===== config.mk =====
export PLATFORM = sky130hd
export DESIGN_NAME = sd_req_arbiter
export DESIGN_NICKNAME = d
export VERILOG_FILES = /design/src/rtl/sd_req_arbiter.sv
export SDC_FILE = /design/constraint.sdc
export NUM_CORES = 1
export LEC_CHECK = 0
export BUFFER_PORTS_ARGS = -buffer_cell sky130_fd_sc_hd__clkbuf_2
export CAP_MARGIN = 15
export CORE_MARGIN = 3
export CORE_UTILIZATION = 37
export CTS_CLUSTER_DIAMETER = 50
export DETAILED_ROUTE_END_ITERATION = 8
export GPL_TIMING_DRIVEN = 0
export PLACE_DENSITY_LB_ADDON = 0.1
export REMOVE_ABC_BUFFERS = 1
export SYNTH_ARGS = -nofsm -noshare
export SYNTH_HDL_FRONTEND = slang
export SYNTH_SLANG_ARGS = --single-unit

===== constraint.sdc =====
create_clock -name clk_sys -period 1.4 [get_ports clk_sys]
set_clock_uncertainty 0.15 [all_clocks]
set_input_delay 0.07 -clock clk_sys [delete_from_list [all_inputs] [get_ports clk_sys]]
set_output_delay 0.07 -clock clk_sys [all_outputs]
set_load 0.1 [all_outputs]

===== src/rtl/sd_req_arbiter.sv =====
// Round-robin arbiter sharing the user_io SD sector channel between two clients.
// Optional ISSUE-state ack timeout is built only when SD_ARB_TIMEOUT_EN is defined.
module sd_req_arbiter #(
   parameter logic [23:0] TIMEOUT_CYCLES = 24'd8_000_000
) (
   input  logic        clk_sys,
   input  logic        reset,
   input  logic        c0_rd,
   input  logic        c1_rd,
   input  logic        c0_wr,
   input  logic        c1_wr,
   input  logic [31:0] c0_lba,
   input  logic [31:0] c1_lba,
   input  logic [7:0]  c0_buff_din,
   input  logic [7:0]  c1_buff_din,
   output logic        c0_buff_wr,
   output logic        c1_buff_wr,
   output logic        c0_done,
   output logic        c1_done,
   output logic        c0_err,
   output logic        c1_err,
   output logic        sd_rd,
   output logic        sd_wr,
   output logic [31:0] sd_lba,
   input  logic        sd_ack,
   input  logic        sd_buff_wr,
   output logic [7:0]  sd_buff_din,
   output logic        owner,
   output logic        busy
);

   typedef enum logic [1:0] {ST_IDLE, ST_ISSUE, ST_XFER, ST_DONE} state_t;

   state_t      state_reg, state_next;
   logic        sd_rd_reg, sd_rd_next;
   logic        sd_wr_reg, sd_wr_next;
   logic [31:0] sd_lba_reg, sd_lba_next;
   logic        owner_reg, owner_next;
   logic        busy_reg, busy_next;
   logic        last_reg, last_next;
   logic [1:0]  done_reg, done_next;

   logic        req0, req1, grant_any, grant_idx, grant_rd, grant_wr;
   logic [31:0] grant_lba;

`ifdef SD_ARB_TIMEOUT_EN
   logic [23:0] cnt_reg, cnt_next;
   logic [1:0]  err_reg, err_next;
   logic        timeout_hit;

   // The decrement that would reach zero is the timeout edge.
   assign timeout_hit = (cnt_reg <= 24'd1);
`else
   logic [23:0] timeout_unused;
   assign timeout_unused = TIMEOUT_CYCLES;
`endif

   // On contention the client that was not served last wins.
   assign req0      = c0_rd | c0_wr;
   assign req1      = c1_rd | c1_wr;
   assign grant_any = req0 | req1;
   assign grant_idx = (req0 & req1) ? ~last_reg : req1;
   assign grant_rd  = grant_idx ? c1_rd  : c0_rd;
   assign grant_wr  = grant_idx ? c1_wr  : c0_wr;
   assign grant_lba = grant_idx ? c1_lba : c0_lba;

   always_ff @(posedge clk_sys) begin
      if (reset) begin
         state_reg  <= ST_IDLE;
         sd_rd_reg  <= 1'b0;
         sd_wr_reg  <= 1'b0;
         sd_lba_reg <= 32'd0;
         owner_reg  <= 1'b0;
         busy_reg   <= 1'b0;
         last_reg   <= 1'b1;
         done_reg   <= 2'b00;
`ifdef SD_ARB_TIMEOUT_EN
         cnt_reg    <= 24'd0;
         err_reg    <= 2'b00;
`endif
      end else begin
         state_reg  <= state_next;
         sd_rd_reg  <= sd_rd_next;
         sd_wr_reg  <= sd_wr_next;
         sd_lba_reg <= sd_lba_next;
         owner_reg  <= owner_next;
         busy_reg   <= busy_next;
         last_reg   <= last_next;
         done_reg   <= done_next;
`ifdef SD_ARB_TIMEOUT_EN
         cnt_reg    <= cnt_next;
         err_reg    <= err_next;
`endif
      end
   end

   always_comb begin
      state_next = state_reg;
      case (state_reg)
         ST_IDLE:  if (grant_any) state_next = ST_ISSUE;
         ST_ISSUE: begin
            if (sd_ack) state_next = ST_XFER;
`ifdef SD_ARB_TIMEOUT_EN
            else if (timeout_hit) state_next = ST_IDLE;
`endif
         end
         ST_XFER:  if (!sd_ack) state_next = ST_DONE;
         ST_DONE:  state_next = ST_IDLE;
         default:  state_next = ST_IDLE;
      endcase
   end

   always_comb begin
      sd_rd_next  = sd_rd_reg;
      sd_wr_next  = sd_wr_reg;
      sd_lba_next = sd_lba_reg;
      owner_next  = owner_reg;
      last_next   = last_reg;
      done_next   = 2'b00;
      busy_next   = (state_next != ST_IDLE);
`ifdef SD_ARB_TIMEOUT_EN
      cnt_next    = cnt_reg;
      err_next    = 2'b00;
`endif
      case (state_reg)
         ST_IDLE: begin
            if (grant_any) begin
               owner_next  = grant_idx;
               sd_lba_next = grant_lba;
               sd_rd_next  = grant_rd;
               sd_wr_next  = grant_wr & ~grant_rd;
`ifdef SD_ARB_TIMEOUT_EN
               cnt_next    = TIMEOUT_CYCLES;
`endif
            end
         end
         ST_ISSUE: begin
            if (sd_ack) begin
               sd_rd_next = 1'b0;
               sd_wr_next = 1'b0;
            end
`ifdef SD_ARB_TIMEOUT_EN
            else if (timeout_hit) begin
               sd_rd_next          = 1'b0;
               sd_wr_next          = 1'b0;
               err_next[owner_reg] = 1'b1;
               last_next           = owner_reg;
            end else begin
               cnt_next = cnt_reg - 24'd1;
            end
`endif
         end
         ST_XFER: begin
            if (!sd_ack) begin
               done_next[owner_reg] = 1'b1;
               last_next            = owner_reg;
            end
         end
         default: ;
      endcase
   end

   assign sd_rd       = sd_rd_reg;
   assign sd_wr       = sd_wr_reg;
   assign sd_lba      = sd_lba_reg;
   assign owner       = owner_reg;
   assign busy        = busy_reg;
   assign c0_done     = done_reg[0];
   assign c1_done     = done_reg[1];
`ifdef SD_ARB_TIMEOUT_EN
   assign c0_err      = err_reg[0];
   assign c1_err      = err_reg[1];
`else
   assign c0_err      = 1'b0;
   assign c1_err      = 1'b0;
`endif

   // Buffer strobe only reaches the owner, and only while data is moving.
   assign c0_buff_wr  = sd_buff_wr & (state_reg == ST_XFER) & ~owner_reg;
   assign c1_buff_wr  = sd_buff_wr & (state_reg == ST_XFER) &  owner_reg;
   assign sd_buff_din = owner_reg ? c1_buff_din : c0_buff_din;

endmodule


Word-level counts from Yosys, hierarchy flattened
Index checks and enable logic that the tools add are counted.
{"block": "totals", "romBits": 0, "output_inout_bits": 50, "elab_cells": 52, "n_memories": 0, "latchBits": 0, "ramBits": 0, "in_bits": 88, "register_bits": 41}
{"block": "classes", "mul": 0, "n_reduce_logical": 8, "n_shift": 0, "div": 0, "order_cmp": 2, "n_eq_ne": 5, "bitwise": 13, "muxes": 16, "n_addsub": 0}
{"cell": "$mux 32", "count": 1}
{"cell": "$mux 8", "count": 1}
{"cell": "$pmux 2 s4", "count": 1}
{"cell": "$mux 1", "count": 7}
{"cell": "$mux 2", "count": 3}
{"cell": "$and 1x1->1", "count": 5}
{"cell": "$not 1->1", "count": 5}
{"cell": "$eq 2x2->1 const B", "count": 2}
{"cell": "$ne 2x2->1 const B", "count": 2}
{"cell": "$pmux 1 s2", "count": 2}
{"cell": "$reduce_and 2->1", "count": 2}
{"cell": "$reduce_bool 2->1", "count": 2}
{"cell": "$or 1x1->1", "count": 3}
{"cell": "$reduce_and 3->1", "count": 1}
{"cell": "$reduce_or 3->1", "count": 1}
{"cell": "$eq 2x1->1 const B", "count": 1}
{"cell": "$logic_not 2->1", "count": 1}
{"cell": "$lt 1x2->1 const B", "count": 1}
{"cell": "$demux 1 s1", "count": 1}
{"cell": "$ge 1x1->1 const B", "count": 1}
{"cell": "$logic_and 1x1->1", "count": 1}

Logic depth before layout (Yosys ltp)
Gate-level depths: netlist of the first run.
{"block": "logic_depth", "ltp_word": 8, "depth_mapped": 7, "ltp_nobuf": 4}

Worst setup path before layout of the first run
No wires, ideal clock.
{"block": "synth_path", "path_kind": "reg2out", "startpoint": "register owner_reg, in the netlist owner", "endpoint": "output c1_buff_wr", "t_arrival_ns": 3.622, "required_time_ns": 1.180, "n_path_buf": 1, "stages_incl_launch_ff": 3, "slack_ns": -2.442, "path_cell_list": "dfxtp_1 > clkbuf_1 > nor3b_1"}
{"block": "synth_between", "elab_chain_cells": 1}
{"item": "start, declared", "line_no": "38", "rtl": "logic owner_reg, owner_next;"}
{"item": "start signal, assigned", "line_no": "86", "rtl": "owner_reg <= owner_next;"}
{"item": "$and 1x1->1", "line_no": "180", "rtl": "assign c1_buff_wr = sd_buff_wr & (state_reg == ST_XFER) & owner_reg;"}
{"item": "end, declared", "line_no": "17", "rtl": "output logic c1_buff_wr,"}
Every way passes these cells.

Worst setup path after layout of the first run
{"block": "layout_path", "startpoint": "register owner_reg, in the netlist owner", "endpoint": "output sd_buff_din[4]"}
{"block": "layout_between", "elab_chain_cells": 1}
{"item": "$mux 8", "line_no": "181", "rtl": "assign sd_buff_din = owner_reg ? c1_buff_din : c0_buff_din;"}
{"item": "end, declared", "line_no": "27", "rtl": "output logic [7:0] sd_buff_din,"}
Every way passes these cells.

==> results by group, run 1 <==
Cells and area
  • ANT cells: 0
  • Area grow syn2layout: 125%
  • Share of the core filled with cells: 0.894
  • Commonest non-fill, non-tap cell in the layout: clkbuf_2
  • Max reg flops: 32
  • Final instance count without filler cells: 517
  • Nets: 537
  • Most frequent cells in the layout: 120 x clkbuf_2, 65 x dlygate4sd3_1, 37 x dfxtp_1, 33 x nand2_1
  • Share of cells above drive strength 1: 0.573

Worst setup path
  • Crit-path max cell delay: around 0.38 ns
  • Critical path cell sequence: buf_6 > mux2_4 > clkbuf_16
  • Kind of critical path: register to primary output
  • CP startpoint kind: register
  • Worst path slowest cell: dfxtp_4
  • CP Capture Type: primary output
  • Worst Path Required: around 1.2 ns
  • Data arrival time of the worst path: roughly 1.3 ns
  • Worst-path fanout max: 4

CTS
  • Number of buffers created by CTS: 5
  • Clock tree buffer depth: 2
  • Worst-path clk slew: ~0.080 ns
  • H-tree Lvls: 2
  • CTS tree: built
  • Worst skew pair latency: ~0.29 ns
  • Clock sinks: a little over 40
  • Clock Tree Root: clkbuf_8

Floorplan
  • Num rows: 25
  • Starting density of the core: 0.398
  • Ports: 138
  • Full die area: between 6000 and 7000 µm²
  • Die width: slightly below 80 µm
  • Die Y-Extent: approximately 79 µm
  • Core ar.: between 4000 and 5000 µm²

Power and ir drop
  • Switching share of power: 0.473
  • Seq pwr share: 0.259
  • Clock share of power: 0.182
  • Leak Pwr: 1.99 nW
  • PD cells: 1270 nW/µm²
  • Power Internal: between 2 and 3 mW
  • Net Switching: approximately 2.6 mW
  • Combinational share of power: 0.559
  • Peak supply drop: around 900 µV

Route
  • Iteration-0 DRC Markers: 158
  • Wire per inst: 19.6 µm
  • DR vias: between 2000 and 3000
  • WL final: between 10 and 15 mm
  • DR vias/cell: about 5.3
  • Drt drc: 0
  • Detailed Routing Iterations Pass 1: 4
  • ANT nets after route: 0

Timing
  • Final setup vio count: 33
  • Setup WS post-layout: -0.161 ns
  • Slew Viols, Final: 0
  • RSZ-0062 raised after global routing: true
  • Least-Margin Pin Slew: about 1.1 ns
  • Min Tclk post-route: approximately 1.6 ns
  • Max frequency: ~640 MHz
  • Final hold vios: 0
  • Period utilization: 1.12
  • Slew HR: 0.247

Synthesis
  • Seq/Total Area, Yosys: 0.420
  • Predominant post-synthesis flop cell: dfxtp_1
  • Syn avg cell area: 8.31 µm²
  • #FFs+latches synth: 41
  • Cell area after synthesis: approximately 2000 µm²
  • Number of flops mapped to enable cells by yosys: 0
  • Yosys synthesis warning count: 0
  • Ys async rst share: 0
  • Netlist cell types: 32
  • Syn Inst Count: ~240

Outcome
  • Status: complete, but fails checks
  • Violated checks: negative setup slack

Global routing
  • First-pass GRT wire length: roughly 13 mm
  • Grt ovf: 0
  • Largest net degree at the start of global routing: 42
  • Vias in the first global route: 2565
  • Total Routing Usage GR: 0.268
  • Initial antenna violation count: 0

Place
  • Dpl hpwl: between 4 and 5 mm
  • Dpl cells: about 420
  • Port bufs: 135
  • RePlAce Congestion: between 0.7 and 0.8

Hold path
  • Hold Crit Class: input port to register

Job
  • Maxcap violations: 0
## critical path, delay by kind of cell (launching register included)
| family | cells | cell delay [ns] |
|---|---|---|
| buf+inv | 2 | 0.34 |
| flops | 1 | 0.38 |
| mux | 1 | 0.32 |
## synth_stat cells, drive strengths merged, types with 2 or more instances
master | instances | area share
dfxtp | 41 | 0.42
a211oi | 32 | 0.14
nand3 | 2 | 0.0051
buf | 13 | 0.048
mux2 | 8 | 0.046
nor3 | 2 | 0.0077
nand2b | 2 | 0.0064
nand2 | 34 | 0.065
o21ai | 3 | 0.0077
clkbuf | 9 | 0.033
a21oi | 37 | 0.095
nor4 | 2 | 0.014
nor2 | 39 | 0.075
## power groups by stage
stage	Sequential, mW	Combinational, mW	Clock (mW)
after floorplan	2.49	0.627	0
after global placement	1.43	2.11	0
after detailed placement	1.44	2.17	0
after CTS	1.41	2.70	1.00
after global routing	1.46	3.22	1.06
final	1.44	3.11	1.01
## routing by layer
layer	share of wire	GRT usage
met5	0	0
met4	0.026	0.0892
met3	0.064	0.0539
met2	0.55	0.494
met1	0.36	0.304
## cell families (layout without fill, tap and decap cells)
group                  Yosys count  after routing  share of synthesized area
XOR/XNOR                         1              1                    0.00449
AND/OR/NAND/NOR                 87             87                      0.196
flip-flops                      41             41                      0.420
multiplexers                     8              8                     0.0461
buffers and inverters           22            233                     0.0807
AO/OA/AOI/OAI                   75             78                      0.250
other                            1              2                    0.00192
## what timing repair did
item | in CTS | in global routing
resized for setup | 67 | 93
hold buffers | 65 | 0
endpoints found under the hold margin | 35 | 0
pin swaps | 26 | 22
endpoints found under the setup margin | 48 | 45
cloned | 5 | 5
setup buffers | 15 | 5
## metrics by stage
stage	setup TNS, ns	worst slack [ns]	hold slack [ns]	power [mW]	area [µm²]
2_1_floorplan	-29.43	-2.30	-0.0154	3.12	1800
3_3_place_gp	-49.78	-1.47	0.150	3.55	2560
3_5_place_dp	-27.95	-0.774	0.157	3.61	2640
4_1_cts	-1.13	-0.117	0.0832	5.11	3940
5_1_grt	-4.02	-0.175	0.161	5.74	4390
6_report	-1.73	-0.161	0.128	5.57	4390
## area by class of cell
class / count / area, µm²
clock buffer: 7 / 86.3
clock inverter: 1 / 30.0
fill: 229 / 520
multi-input combinational: 176 / 1440
sequential: 41 / 833
tap: 67 / 83.8
timing repair buffer: 225 / 1920
## worst paths after layout
kind                              startpoint        endpoint  slack, ns  cells after the start
worst min register to register         sd_wr           sd_wr       0.33                      2
worst max-delay path                   owner  sd_buff_din[4]      -0.16                      3
worst min-delay path                   c0_wr           sd_wr       0.13                      5
worst max register to register  state_reg[0]      sd_lba[21]      -0.06                      6
(Power assumes the default switching activity.)
==> run 2: changes to the inputs <==
Settings changed: RECOVER_POWER set to 50.
==> run 2 against run 1 <==
The run still ends with negative setup slack left. Hold slack about the same. Cell area about the same. Critical path depth unchanged. Utilization about the same. Highest routed layer unchanged. Sequential power about the same. Power about the same. Register-to-register slack about the same. Maximum frequency about the same. Setup slack better by 0.0012 ns. Wire length about the same. Clock-buffer cell count unchanged.
==> results by group, run 2 (synthesis gave the netlist of run 1 again) <==
Outcome
  • Status: complete, but fails checks
  • Violated checks: negative setup slack

Global routing
  • Initial antenna violation count: 0 (unchanged)
  • Total Routing Usage GR: 0.268 (unchanged)
  • First-pass GRT wire length: 13.0 mm (unchanged)
  • Largest net degree at the start of global routing: 42 (unchanged)
  • Vias in the first global route: 2565 (unchanged)
  • Grt ovf: 0 (unchanged)

Route
  • Wire per inst: 19.6 µm (about the same)
  • Detailed Routing Iterations Pass 1: 4 (unchanged)
  • Drt drc: 0 (unchanged)
  • DR vias: 2715 (-0.074%)
  • Iteration-0 DRC Markers: 158 (unchanged)
  • ANT nets after route: 0 (unchanged)
  • WL final: 10.1 mm (about the same)
  • DR vias/cell: 5.25 (about the same)

Worst setup path
  • CP bufs+invs: 2 (unchanged)
  • CP startpoint kind: register
  • Worst-path fanout max: 4 (unchanged)
  • Critical path cell sequence: buf_6 > mux2_4 > clkbuf_16
  • Setup slack, reg-to-reg: -0.06 ns (about the same)
  • CP top delay family: flip-flops
  • Worst path slowest cell: dfxtp_4
  • CP Capture Type: primary output
  • Crit-path max cell delay: 0.38 ns (about the same)
  • Kind of critical path: register to primary output
  • Worst Path Required: 1.18 ns (about the same)
  • Data arrival time of the worst path: 1.34 ns (about the same)

Place
  • Dpl hpwl: 4.09 mm (unchanged)
  • Port bufs: 135 (unchanged)
  • RePlAce Congestion: 0.732 (unchanged)
  • Dpl ws: -0.774 ns (unchanged)

CTS
  • Worst skew pair latency: 0.29 ns (about the same)
  • H-tree Lvls: 2 (unchanged)
  • Clock Tree Root: clkbuf_8
  • Clock sinks: 41 (unchanged)
  • CTS tree: built
  • Number of buffers created by CTS: 5 (unchanged)
  • Clock tree buffer depth: 2 (unchanged)
  • Worst-path clk slew: 0.08 ns (about the same)

Timing
  • Period utilization: 1.11 (about the same)
  • Final setup vio count: 33 (unchanged)
  • Least-Margin Pin Slew: 1.13 ns (+0.00222 ns)
  • Slew Viols, Final: 0 (unchanged)
  • RSZ-0062 raised after global routing: true
  • Min Tclk post-route: 1.56 ns (-0.00125 ns)
  • Max frequency: 641 MHz (about the same)
  • Setup WS post-layout: -0.160 ns (+0.00125 ns)
  • Hold WS: 0.128 ns (-0.0000190 ns)
  • Slew HR: 0.246 (-0.00148)
  • Final hold vios: 0 (unchanged)
  • Setup TNS: -1.72 ns (+0.0107 ns)

Floorplan
  • Ports: 138 (unchanged)
  • Die width: 78.7 µm (unchanged)
  • Starting density of the core: 0.398 (unchanged)
  • Die Y-Extent: 78.7 µm (unchanged)
  • Full die area: 6190 µm² (unchanged)
  • Core ar.: 4910 µm² (unchanged)
  • Num rows: 25 (unchanged)

Power and ir drop
  • Combinational share of power: 0.559 (about the same)
  • PD cells: 1270 nW/µm² (about the same)
  • Peak supply drop: 897 µV (about the same)
  • Clock share of power: 0.182 (about the same)
  • Switching share of power: 0.473 (about the same)
  • Power Internal: 2.93 mW (about the same)
  • Seq pwr share: 0.259 (about the same)
  • Leak Pwr: 1.99 nW (-0.15%)
  • Final Power: 5.57 mW (about the same)
  • Net Switching: 2.63 mW (about the same)

Cells and area
  • Max reg flops: 32 (unchanged)
  • Most frequent cells in the layout: 119 x clkbuf_2, 65 x dlygate4sd3_1, 37 x dfxtp_1, 33 x nand2_1
  • ANT cells: 0 (unchanged)
  • Nets: 537 (unchanged)
  • Share of cells above drive strength 1: 0.571 (-0.00222)
  • Commonest non-fill, non-tap cell in the layout: clkbuf_2
  • Area grow syn2layout: 125% (about the same)
  • Share of the core filled with cells: 0.894 (about the same)

Hold path
  • Hold Crit Class: input port to register

Job
  • Maxcap violations: 0 (unchanged)
[run 2: layer usage]
layer / vias up / GRT usage / wire length [µm]
li1: 1251 / - / -
met3: 26 / 0.0539 / 650
met1: 1312 / 0.304 / 3660
met4: 0 / 0.0892 / 267
met2: 126 / 0.494 / 5540
met5: - / 0 / 0
[run 2: repair_timing]
action / 4_1_cts / 5_1_grt
cloned: 5 / 5
pin swaps: 26 / 22
setup buffers: 15 / 5
hold buffers: 65 / 0
setup endpoints to repair: 48 / 45
endpoints found under the hold margin: 35 / 0
gates resized for setup: 67 / 93
[run 2: tightest hold or removal path: stages]
cell and delay [ns]:
clkbuf_2 0.13, nand2_1 0.08, nor2_1 0.04, o21ai_0 0.14, a21oi_1 0.06
[run 2: through the flow]
step	cells	instance area, µm²
detailed placement	419	2640
floorplan	214	1800
CTS	511	3940
global route	517	4390
finish	517	4390
global placement	416	2560
[run 2: worst paths after layout]
kind | cells after the start | start | to
worst max-delay path | 3 | owner | sd_buff_din[4]
worst min register to register | 2 | sd_wr | sd_wr
worst min-delay path | 5 | c0_wr | sd_wr
worst max register to register | 6 | state_reg[0] | sd_lba[21]
[run 2: final cells by class]
type | instances | area [µm²]
fillers | 230 | 522
clock buffers | 7 | 86.3
well taps | 67 | 83.8
multi-input cells | 176 | 1440
clock inverters | 1 | 30.0
flip-flops and latches | 41 | 833
repair buffers | 225 | 1920
[run 2: power by group through the flow]
stage / sequential [mW] / clock [mW] / combinational, mW
global route: 1.46 / 1.06 / 3.22
global placement: 1.43 / 0 / 2.11
floorplan: 2.49 / 0 / 0.627
CTS: 1.41 / 1.00 / 2.70
finish: 1.44 / 1.01 / 3.11
detailed placement: 1.44 / 0 / 2.17
==> run 3: changes to the inputs <==
Settings changed: BUFFER_PORTS_ARGS -buffer_cell sky130_fd_sc_hd__clkbuf_2 to -buffer_cell sky130_fd_sc_hd__buf_2, SLEW_MARGIN set to 20.
==> run 3 against run 2 <==
The flow still finishes with violations (negative setup slack). Maximum frequency rose by 3.4%. Cell area decreased by 2.9%. Global-route usage down 0.46 points. Non-clock buffer count grew 4. Die area did not move. First-iteration DRC count up 23%. Wire length is 3.2% lower. Sequential power about the same. Sequential share of layout area is 0.62 points higher. Clock power fell by 14%. Sequential cell count is the same. Clock-buffer cell count did not move. Largest cell class unchanged. Largest power group unchanged.
==> results by group, run 3 (synthesis gave the netlist of run 1 again) <==
Outcome
  • Status: complete, but fails checks
  • Violated checks: negative setup slack

Cells and area
  • Max reg flops: 32 (unchanged)
  • Commonest non-fill, non-tap cell in the layout: buf_2
  • Most frequent cells in the layout: 103 x buf_2, 65 x dlygate4sd3_1, 37 x dfxtp_1, 35 x nor2_1, 33 x nand2_1
  • ANT cells: 0 (unchanged)
  • Design area: 4260 µm² (-2.9%)
  • Share of cells above drive strength 1: 0.559 (-0.0124)
  • Sequential Area: 836 µm² (+0.30%)
  • Area grow syn2layout: 118%
  • Share of the core filled with cells: 0.868 (-0.0255)
  • Nets: 547 (+1.9%)
  • Fill cell count: 260 (+13%)
  • Area of the multi-input gates: 1400 µm² (-2.4%)

Hold path
  • Hold Crit Class: input port to register

CTS
  • Clock Tree Root: clkbuf_8
  • Clock sinks: 41 (unchanged)
  • H-tree Lvls: 2 (unchanged)
  • Worst-path clk slew: 0.08 ns (about the same)
  • Clock tree buffer depth: 2 (unchanged)
  • CTS tree: built
  • Number of buffers created by CTS: 5 (unchanged)
  • Worst skew pair latency: 0.29 ns (about the same)

Global routing
  • Total Routing Usage GR: 0.263 (-0.00463)
  • First-pass GRT wire length: 12.8 mm (-1.1%)
  • Largest net degree at the start of global routing: 42 (unchanged)
  • Grt ovf: 0 (unchanged)
  • Initial antenna violation count: 0 (unchanged)
  • Vias in the first global route: 2510 (-2.1%)

Route
  • Drt drc: 0 (unchanged)
  • Met2 routed WL: 5.26 mm (-5.0%)
  • WL final: 9.78 mm (-3.2%)
  • WL met3: 705 µm (+8.5%)
  • M1 WL: 3.60 mm (-1.7%)
  • Detailed Routing Iterations Pass 1: 4 (unchanged)
  • DR vias/cell: 5.21 (-0.78%)
  • Wire per inst: 18.6 µm (-5.1%)
  • ANT nets after route: 0 (unchanged)
  • Max Used Layer: met4
  • DR vias: 2746 (+1.1%)
  • Iteration-0 DRC Markers: 194 (+23%)

Timing
  • Setup WS post-layout: -0.109 ns (+0.0507 ns)
  • Slew Viols, Final: 0 (unchanged)
  • Max frequency: 663 MHz (+3.4%)
  • Least-Margin Pin Slew: 1.09 ns (-0.0440 ns)
  • Final hold vios: 0 (unchanged)
  • Min Tclk post-route: 1.51 ns (-0.0507 ns)
  • Slew HR: 0.275 (+0.0294)
  • Final setup vio count: 44 (+33%)
  • Setup TNS: -2.67 ns (-0.942 ns)
  • RSZ-0062 raised after global routing: true
  • Hold WS: 0.101 ns (-0.0276 ns)
  • Period utilization: 1.08 (-0.0362)

Power and ir drop
  • Peak supply drop: 816 µV (-9.0%)
  • PD cells: 1230 nW/µm² (-2.8%)
  • Leak Pwr: 1.95 nW (-2.2%)

Floorplan
  • Num rows: 25 (unchanged)
  • Core ar.: 4910 µm² (unchanged)
  • Starting density of the core: 0.398 (unchanged)
  • Full die area: 6190 µm² (unchanged)
  • Die width: 78.7 µm (unchanged)
  • Die Y-Extent: 78.7 µm (unchanged)
  • Ports: 138 (unchanged)

Worst setup path
  • Kind of critical path: register to primary output
  • CP startpoint kind: register
  • Worst Path Required: 1.18 ns (about the same)
  • CP Capture Type: primary output
  • Data arrival time of the worst path: 1.29 ns (-0.05 ns)
  • Worst-path fanout max: 7 (+3)

Place
  • Placed cell areas: 2620 µm² (-0.76%)
  • RePlAce Congestion: 0.737 (+0.66%)
  • Dpl hpwl: 3.98 mm (-2.5%)
  • Port bufs: 135 (unchanged)

Job
  • Maxcap violations: 0 (unchanged)
==> run 3: cell types whose count changed in the layout (fill, tap and decap cells not counted), moves of 7 or more <==
cell | before | now
clkbuf_16 | 11 | 3
clkbuf_2 | 119 | 22
buf_2 | 3 | 103
buf_12 | 6 | 13
buf_6 | 7 | 15
nor2_1 | 26 | 35
==> run 3: layout make-up <==
class / instances / share of cell area
Clock buffer: 7 / 0.0226
Timing Repair Buffer: 229 / 0.432
Tap cell: 67 / 0.0197
Sequential cell: 41 / 0.196
Multi-Input combinational cell: 182 / 0.329
Clock inverter: 1 / 0.00117
==> run 3: critical path: stages (launching register included) <==
cell	delay, ns
dfxtp_4	0.37
buf_12	0.13
mux2_4	0.32
buf_12	0.17
==> run 3: routing by layer <==
metal	up-vias	global-route usage
li1	1284	-
met2	126	0.470
met5	-	0
met3	20	0.0528
met1	1316	0.315
met4	0	0.0804
==> run 3: path summary, 6_finish.rpt <==
kind,from,end,slack (ns),cells after the start
max,owner,sd_buff_din[7],-0.11,3
min,c0_rd,sd_wr,0.10,4
max reg2reg,state_reg[0],sd_lba[30],-0.09,5
min reg2reg,sd_wr,sd_wr,0.33,2
==> run 3: report_power, final <==
| part | total, mW | internal [mW] | switching, mW |
|---|---|---|---|
| combinational | 2.96 | 0.930 | 2.03 |
| clock | 0.867 | 0.446 | 0.421 |
| sequential | 1.43 | 1.32 | 0.104 |
==> run 3: timing repair <==
action | 4_1_cts | 5_1_grt
resized for setup | 66 | 73
pin swaps | 2 | 31
setup endpoints to repair | 48 | 42
hold buffers | 65 | 0
hold endpoints to repair | 35 | 0
gates cloned | 4 | 12
setup buffers | 11 | 9
==> run 3: stage by stage <==
step | power [mW] | setup slack [ns] | cells
global placement | 3.54 | -1.45 | 416
detailed placement | 3.57 | -0.514 | 418
floorplan | 3.12 | -2.30 | 214
global route | 5.44 | -0.138 | 527
CTS | 4.81 | -0.0959 | 506
finish | 5.25 | -0.109 | 527
